==> src/rtl/motor_pkg.sv <==
// Shared constants for the motor drive path: FSM encodings, direction levels and the
// colDetect levels agreed with the collision detector.
package motor_pkg;

    localparam logic [2:0] ST_STOPPED = 3'd0;
    localparam logic [2:0] ST_DRIVE   = 3'd1;
    localparam logic [2:0] ST_BRAKE   = 3'd2;
    localparam logic [2:0] ST_REVERSE = 3'd3;
    localparam logic [2:0] ST_TURN    = 3'd4;

    localparam logic DIR_FWD = 1'b1;
    localparam logic DIR_REV = 1'b0;

    localparam logic DRIVE = 1'b1;
    localparam logic STOP  = 1'b0;

    function automatic int max3(input int a, input int b, input int c);
        int m;
        m = (a > b) ? a : b;
        return (m > c) ? m : c;
    endfunction

endpackage

==> src/rtl/motor_drive_ctrl_pwm_gen.sv <==
// Free-running PWM generator with a registered output; output is high while cnt < duty.
module pwm_gen #(
    parameter int PERIOD = 1000
) (
    input  logic        clk,
    input  logic        rst,
    input  logic [31:0] duty,
    output logic        pwm
);
    localparam int CW = (PERIOD > 1) ? $clog2(PERIOD) : 1;

    logic [CW-1:0] cnt_q, cnt_d;
    logic          pwm_q, pwm_d;

    always_comb begin
        cnt_d = (cnt_q == CW'(PERIOD - 1)) ? '0 : cnt_q + CW'(1);
        pwm_d = (32'(cnt_q) < duty);
    end

    always_ff @(posedge clk) begin
        if (rst) begin
            cnt_q <= '0;
            pwm_q <= 1'b0;
        end else begin
            cnt_q <= cnt_d;
            pwm_q <= pwm_d;
        end
    end

    assign pwm = pwm_q;

endmodule

==> src/rtl/motor_drive_ctrl.sv <==
// Motor drive controller: forward drive on colDetect, timed brake/reverse/pivot manoeuvre on
// collision, dead-time gated PWM so the H-bridge never reverses under drive.
module motor_drive_ctrl
    import motor_pkg::*;
#(
    parameter int PWM_PERIOD   = 1000,
    parameter int DUTY_FWD     = 700,
    parameter int DUTY_REV     = 500,
    parameter int BRAKE_CYCLES = 5_000_000,
    parameter int REV_CYCLES   = 25_000_000,
    parameter int TURN_CYCLES  = 20_000_000,
    parameter int DEAD_CYCLES  = 1000
) (
    input  logic clk,
    input  logic rst,
    input  logic colDetect,
    output logic pwm_l,
    output logic pwm_r,
    output logic dir_l,
    output logic dir_r,
    output logic led_drive,
    output logic led_avoid,
    output logic led_stop
);
    localparam int MAX_DWELL = max3(BRAKE_CYCLES, REV_CYCLES, TURN_CYCLES);
    localparam int TW        = (MAX_DWELL > 1) ? $clog2(MAX_DWELL) : 1;

    logic [2:0]    state_q, state_d;
    logic [TW-1:0] timer_q, timer_d;
    logic          dir_l_q, dir_l_d, dir_r_q, dir_r_d;
    logic          led_drive_q, led_drive_d;
    logic          led_avoid_q, led_avoid_d;
    logic          led_stop_q, led_stop_d;
    logic [31:0]   duty;
    logic          dead;

    always_comb begin
        state_d = state_q;
        case (state_q)
            ST_STOPPED: if (colDetect == DRIVE) state_d = ST_DRIVE;
            ST_DRIVE:   if (colDetect == STOP) state_d = ST_BRAKE;
            ST_BRAKE:   if (timer_q == TW'(BRAKE_CYCLES - 1)) state_d = ST_REVERSE;
            ST_REVERSE: if (timer_q == TW'(REV_CYCLES - 1)) state_d = ST_TURN;
            ST_TURN:    if (timer_q == TW'(TURN_CYCLES - 1)) state_d = ST_STOPPED;
            default:    state_d = ST_STOPPED;
        endcase

        // Only the timed manoeuvre states count; the timer restarts on every entry.
        if (state_d != state_q) begin
            timer_d = '0;
        end else if (state_q == ST_BRAKE || state_q == ST_REVERSE || state_q == ST_TURN) begin
            timer_d = timer_q + TW'(1);
        end else begin
            timer_d = '0;
        end
    end

    always_comb begin
        dead        = (timer_q < TW'(DEAD_CYCLES));
        duty        = 32'd0;
        dir_l_d     = DIR_FWD;
        dir_r_d     = DIR_FWD;
        led_drive_d = 1'b0;
        led_avoid_d = 1'b0;
        led_stop_d  = 1'b0;
        case (state_q)
            ST_DRIVE: begin
                duty        = 32'(DUTY_FWD);
                led_drive_d = 1'b1;
            end
            ST_BRAKE: begin
                dir_l_d     = dir_l_q;
                dir_r_d     = dir_r_q;
                led_avoid_d = 1'b1;
            end
            ST_REVERSE: begin
                duty        = dead ? 32'd0 : 32'(DUTY_REV);
                dir_l_d     = DIR_REV;
                dir_r_d     = DIR_REV;
                led_avoid_d = 1'b1;
            end
            ST_TURN: begin
                duty        = dead ? 32'd0 : 32'(DUTY_REV);
                dir_r_d     = DIR_REV;
                led_avoid_d = 1'b1;
            end
            default: led_stop_d = 1'b1;
        endcase
    end

    always_ff @(posedge clk) begin
        if (rst) begin
            state_q     <= ST_STOPPED;
            timer_q     <= '0;
            dir_l_q     <= DIR_FWD;
            dir_r_q     <= DIR_FWD;
            led_drive_q <= 1'b0;
            led_avoid_q <= 1'b0;
            led_stop_q  <= 1'b1;
        end else begin
            state_q     <= state_d;
            timer_q     <= timer_d;
            dir_l_q     <= dir_l_d;
            dir_r_q     <= dir_r_d;
            led_drive_q <= led_drive_d;
            led_avoid_q <= led_avoid_d;
            led_stop_q  <= led_stop_d;
        end
    end

    // Both generators share reset and period, so left and right stay phase-aligned.
    pwm_gen #(.PERIOD(PWM_PERIOD)) u_pwm_l (.clk(clk), .rst(rst), .duty(duty), .pwm(pwm_l));
    pwm_gen #(.PERIOD(PWM_PERIOD)) u_pwm_r (.clk(clk), .rst(rst), .duty(duty), .pwm(pwm_r));

    assign dir_l     = dir_l_q;
    assign dir_r     = dir_r_q;
    assign led_drive = led_drive_q;
    assign led_avoid = led_avoid_q;
    assign led_stop  = led_stop_q;

endmodule

==> config.mk <==
export PLATFORM = sky130hd
export DESIGN_NAME = motor_drive_ctrl
export DESIGN_NICKNAME = d
export VERILOG_FILES = /design/src/rtl/motor_pkg.sv /design/src/rtl/motor_drive_ctrl_pwm_gen.sv /design/src/rtl/motor_drive_ctrl.sv
export SDC_FILE = /design/constraint.sdc
export NUM_CORES = 1
export LEC_CHECK = 0
export CAP_MARGIN = 10
export CORE_ASPECT_RATIO = 0.9
export CORE_MARGIN = 1.5
export CORE_UTILIZATION = 55
export DETAILED_ROUTE_END_ITERATION = 10
export PLACE_DENSITY = 0.73
export SLEW_MARGIN = 20
export SYNTH_ARGS = -nofsm -noshare
export SYNTH_HDL_FRONTEND = slang
export SYNTH_SLANG_ARGS = --single-unit
==> constraint.sdc <==
create_clock -name clk -period 3.8 [get_ports clk]
set_clock_uncertainty 0.1 [all_clocks]
set_input_delay 0.76 -clock clk [delete_from_list [all_inputs] [get_ports clk]]
set_output_delay 0.76 -clock clk [all_outputs]
set_load 0.05 [all_outputs]
# --- Word level (Yosys, flattened, before mapping) ---
# Cells that the tools add are included.
word_totals:
  ff_bits: 55
  in_bits: 3
  out_inout_bits: 7
  word_cells: 50
op_classes:
  add_sub_neg: 3
  n_lt_le_gt_ge: 3
  n_eq_ne: 10
  muxes: 13
  bitwise_logic: 1
  n_reduce_logical: 9
op_table:
  columns: ["operator", "count"]
  rows:
  - ["25-bit == test (second input constant)", 2]
  - ["25-bit by 1-bit adder with 25-bit output (second input constant)", 1]
  - ["25-bit by 23-bit == test with 1-bit output (second input constant)", 1]
  - ["25-bit by 10-bit < comparator with 1-bit output (second input constant)", 1]
  - ["10-bit by 1-bit adder with 10-bit output (second input constant)", 2]
  - ["10-bit == test (second input constant)", 2]
  - ["10-bit < comparator", 2]
  - ["10-bit case mux with 2 select lines", 1]
  - ["3-bit 2-to-1 mux", 5]
  - ["3-bit case mux with 5 select lines", 1]
  - ["9-bit 2-to-1 mux", 1]
  - ["3-bit by 2-bit == test with 1-bit output (second input constant)", 2]
  - ["2-bit OR reduction", 3]
  - ["3-bit OR reduction", 2]
  - ["1-bit case mux with 2 select lines", 2]
  - ["4-bit OR reduction", 1]
  - ["3-bit by 1-bit == test with 1-bit output (second input constant)", 1]
  - ["3-bit == test (second input constant)", 1]
  - ["3-bit logical NOT", 1]
  - ["1-bit 2-to-1 mux", 3]
  - ["3-bit != test", 1]
  - ["1-bit logical OR", 2]
  - ["1-bit inverter", 1]

# --- Depth between registers and ports, before layout ---
depth:
  word_depth: 5
  mapped_depth: 10
  depth_no_buf: 9

# --- By module ---
# From an unflattened synthesis, not the netlist that was laid out.
hier_totals:
  hier_cells: 373
  area_unflattened_um2: 3050.4
modules_own_cells:
  columns: ["module", "instances", "cells_each", "area_per_inst_um2", "seq_area_each_um2"]
  rows:
  - ["motor_drive_ctrl", 1, 195, 1616.6, 660.6]
  - ["pwm_gen", 2, 89, 716.9, 220.2]

# --- Least setup slack after synthesis ---
# OpenSTA, ideal clock, no wires.
synth_path:
  kind: "reg2reg"
  from: "reg timer_q[14]"
  to: "reg u_pwm_r.pwm_q (netlist: u_pwm_r.pwm)"
  setup_time_ns: 0.101
  arrival_ns: 2.523
  required_ns: 3.599
  setup_slack_ns: 1.076
  path_stages_with_launch: 10
  path_buffers: 0
  synth_period_minus_slack_ns: 2.724
  path_cell_list: "dfxtp_1 > or4_1 > nor3b_1 > nand4_1 > a32oi_1 > ha_1 > a211o_1 > nor2_1 > o211ai_1 > o41ai_1"
synth_via:
  elab_chain_len: 4
synth_rtl:
  columns: ["element", "line", "text"]
  rows:
  - ["start: declaration", "motor_drive_ctrl.sv:29", "logic [TW-1:0] timer_q, timer_d;"]
  - ["start signal: assignment", "motor_drive_ctrl.sv:102", "timer_q <= timer_d;"]
  - ["25-bit by 10-bit < comparator with 1-bit output", "motor_drive_ctrl.sv:59", "dead = (timer_q < TW'(DEAD_CYCLES));"]
  - ["9-bit 2-to-1 mux", "motor_drive_ctrl.sv:77, motor_drive_ctrl.sv:83", null]
  - ["10-bit case mux with 2 select lines", "motor_drive_ctrl.sv:66", "case (state_q)"]
  - ["10-bit < comparator", "motor_drive_ctrl_pwm_gen.sv:17", "pwm_d = (32'(cnt_q) < duty);"]
  - ["end signal: assignment", "motor_drive_ctrl_pwm_gen.sv:26", "pwm_q <= pwm_d;"]
  - ["end: declaration", "motor_drive_ctrl_pwm_gen.sv:13", "logic pwm_q, pwm_d;"]
# No other way between the ends.
# A chain may end at the register's enable or synchronous reset.

# --- Worst setup path in the final report ---
# Ends and elaborated chain as after synthesis.

==> results <==
- Among all flip-flop cells after synthesis, the most frequent one is dfxtp_1.
- The analysis attributes to net switching a power of 0.241 mW.
- In this run the cell area measured after placement is 2850 um^2.
- At the end of the flow, the number of nets in the layout was 343.
- The combined buffer and inverter count along the critical path is 0.
- At the worst endpoint, the arrival time is 3240 ps.
- The average cell area after synthesis is 8.66 um^2.
- The total negative slack for setup checks is 0 ps.
- The clock share of power is 32.0%.
- The slowest stage of the critical path belongs to the cell a32oi_1.
- Before antenna repair, the detailed router went through 4 iterations.
- The synthesized net count is 333.
- The top cell type by area accounts for 40.6% of the synthesized area.
- The switching share of total power is 24.5%.
- The number of design rule violations left after detail routing is 0.
- The design internal power is 0.743 mW.
- Summed over all cells, the static leakage comes to 1.04 nW.
- For this design, the CTS-stage hold fixing added 0 buffers.
- The post-detailed-route count of antenna-violating nets is 0.
- The cell taking the most area after synthesis is dfxtp_1.
- At the pin with the least slew margin, the transition time is 804 ps.
- The run finished with clean final reports.
- The final weighted congestion of routability-driven global placement is 0.820.
- The area growth from synthesis to layout is 8.03%.
- The number of synthesized flops with an enable pin is 0.
- The tool flagged a number of max-cap violations equal to 0.
- The routed wire length is 5050 um.
- The initial antenna violation count is 0.
- Static timing analysis puts the maximum clock frequency at 318 MHz.
- The worst setup path is captured at a register.
- The count of fill cells added during filler insertion is 440.
- The number of failing hold endpoints at the final stage is 0.
- The flop and latch count out of synthesis is 55.
- The final count of pins violating max slew was 0.
- The maximum net fanout on the critical path is 8.
- Dividing the final minimum period by the clock period gives 82.6%.
- In this run, CTS created clock tree buffers numbering 5.
- STA classifies the critical path startpoint as a register.
- The global-route wire length before repair is 9050 um.
- The number of buffers on the longest clock path is 2.
- The number of top-level pins is 10.
- Cells fill 61.0% of the core in the end.
- By area the synthesized netlist is led by dfxtp_1 (41%), ha_1 (7.8%), nor2_1 (7.6%).
- The count of buffers added on input and output ports is 9.
- The yosys synthesis warning count is 0.
- The combinational share of power is 7.5%.
- Cells with a size suffix above 1 make up 3.40% of the layout.
- Summing all multi-input logic gate instances after layout gives 1540 um^2.
- The insertion delay of the later-clocked pin in the worst-skew pair is 310 ps.
- By startpoint and endpoint, the worst setup path is classified as reg -> reg.
- After detailed routing, the average wire length per cell comes to 13.0 um.
- The mapped netlist covers 2710 um^2.
- The cell at the root of the clock tree is clkbuf_8.
- Setup violations remaining at the end of the flow were counted as 0.
- Using the TritonRoute via totals, the vias-per-cell ratio works out to 5.55.
- The die covers 5360 um^2.
- The worst relative slew slack is 46.4%.
- For this design the ratio of total power to cell area is 336 nW/um^2.
- In this run the worst hold path is classified as reg -> reg.
- The H-tree was split into 2 levels.
- The total global-route track usage is 20.8%.
- The starting utilization of the core area is 56.4%.
- The required time at the worst-slack endpoint is 3900 ps.
- Walking the worst path, the cells encountered are or4_1, nor3b_1, nand4_1, a32oi_1, ha_1, a211o_1, o41ai_1.
- TritonCTS built the clock tree.
- The count of unique library cells instantiated by Yosys is 39.
- The number of inserted diodes is 0.
- The commonest cells after synthesis are dfxtp_1 (55), nor2_1 (55), nand2_1 (22).
- The clock slew at the register clock pins of the worst setup and hold paths is 100 ps.
- The number of gates resized after cts is 0.
- In the synthesized netlist the async set-or-reset flop fraction comes to 0%.
- The stage delay of the slowest cell on the critical path is 650 ps.
- The die height is 69.6 um.
- Buffers added to address setup during post-CTS repair amount to 0.
- The share of the Yosys chip area taken by registers is 40.6%.
- The overflow left after global routing is 0.
- The clock sink count is 55.
- IR analysis of the VDD net gives a maximum drop of 0.252 mV.
- The category of cells accounting for the largest share of critical-path delay is compound AO/OA/AOI/OAI gates.
- For this block, the via count after detailed routing is 2158.
- The maximum number of pins on one net before global-route repair is 25.
- The cell count after synthesis came out at 313.
- The post-route minimum period is 3140 ps.
- The die span in x is 77.0 um.
- The final HPWL from detailed placement is 3520 um.
- The placeable core area is 4800 um^2.
- The count of routing violations after the opening detailed-route iteration is 144.
- Setup repair after global routing left no endpoint under its margin.
- The number of core rows is 24.
- On the final layout, the worst hold slack is 346 ps.
- Across the whole layout, storage elements account for 1100 um^2.
- The sequential cell fraction of total power is 60.5%.
- The number of global-route vias before repair is 1938.
- After routing the design area is 2930 um^2.
cell usage in the layout (no fill, tap or decap), drive strengths merged, types with 5 or more instances in the layout:
master / n
nor2: 55
dfxtp: 55
nand2: 22
xnor2: 18
nand3: 17
ha: 17
xor2: 15
or3: 12
nand4: 11
nor3: 9
o21ai: 9
a21oi: 9
clkdlybuf4s50: 9
inv: 8
nor4: 6
and3: 5
clkbuf: 5
logic make-up (layout without fill, tap and decap cells):
logic type	Yosys count	count (layout)	share of synthesized area (%)
AND/OR/NAND/NOR	156	156	28.8
flip-flops	55	55	40.6
AO/OA/AOI/OAI	38	38	9.55
XOR/XNOR	33	33	10.7
adder cells (fa/ha/maj)	17	17	7.84
buffers and inverters	14	25	2.49
worst paths after layout:
kind | startpoint | end | cells past startpoint | slack, ps
worst max-delay path | timer_q[14]$_SDFF_PP0_ | u_pwm_r.pwm$_SDFF_PP0_ | 7 | 660
worst min-delay path | u_pwm_r.cnt_q[0]$_SDFF_PP0_ | u_pwm_r.cnt_q[0]$_SDFF_PP0_ | 1 | 350
worst max register to register | timer_q[14]$_SDFF_PP0_ | u_pwm_r.pwm$_SDFF_PP0_ | 7 | 660
worst min register to register | u_pwm_r.cnt_q[0]$_SDFF_PP0_ | u_pwm_r.cnt_q[0]$_SDFF_PP0_ | 1 | 350
power groups by stage:
stage                     Combinational [mW]  Sequential (mW)  Clock [mW]
after floorplan                       0.0388            0.624           0
after global placement                0.0728            0.609           0
after detailed placement              0.0740            0.609           0
after CTS                             0.0748            0.595       0.319
after global routing                  0.0819            0.598       0.353
final                                 0.0742            0.595       0.315
area by class of cell:
| cell class | count | share of cell area [%] |
|---|---|---|
| flip-flops and latches | 55 | 37.6 |
| multi-input cells | 244 | 52.7 |
| clock inverters | 3 | 0.513 |
| inverters | 8 | 1.03 |
| clock buffers | 5 | 2.35 |
| well taps | 65 | 2.78 |
| repair buffers | 9 | 3.08 |
flip-flops by register name, summed over array words and instances (netlist names):
name and cells:
led_avoid 1, led_drive 1, u_pwm_r.pwm 1, dir_l 1, dir_r 1, u_pwm_l.pwm 1
timer_q 25, u_pwm_r.cnt_q 10, led_stop 1, state_q 3, u_pwm_l.cnt_q 10
per-stage QoR:
stage	cells	total power, mW	worst slack (ps)
floorplan	313	0.662	1080
global placement	381	0.682	827
detailed placement	381	0.683	686
CTS	389	0.989	620
global route	389	1.03	443
finish	389	0.984	659
metal layers:
metal	routed length (um)	part of all wire, %	track usage (%)
met2	2060	41	30.5
met4	50	0.99	6.06
met1	2730	54	30.6
met5	0	0	0
met3	205	4.1	4.34
worst register-to-register path, delay by kind of cell, from the launching register on:
| kind | cells | cell delay (ps) |
|---|---|---|
| adder cells (fa/ha/maj) | 1 | 390 |
| AND/OR/NAND/NOR | 3 | 930 |
| flip-flops | 1 | 360 |
| AO/OA/AOI/OAI | 3 | 1250 |
(Power assumes the default switching activity.)
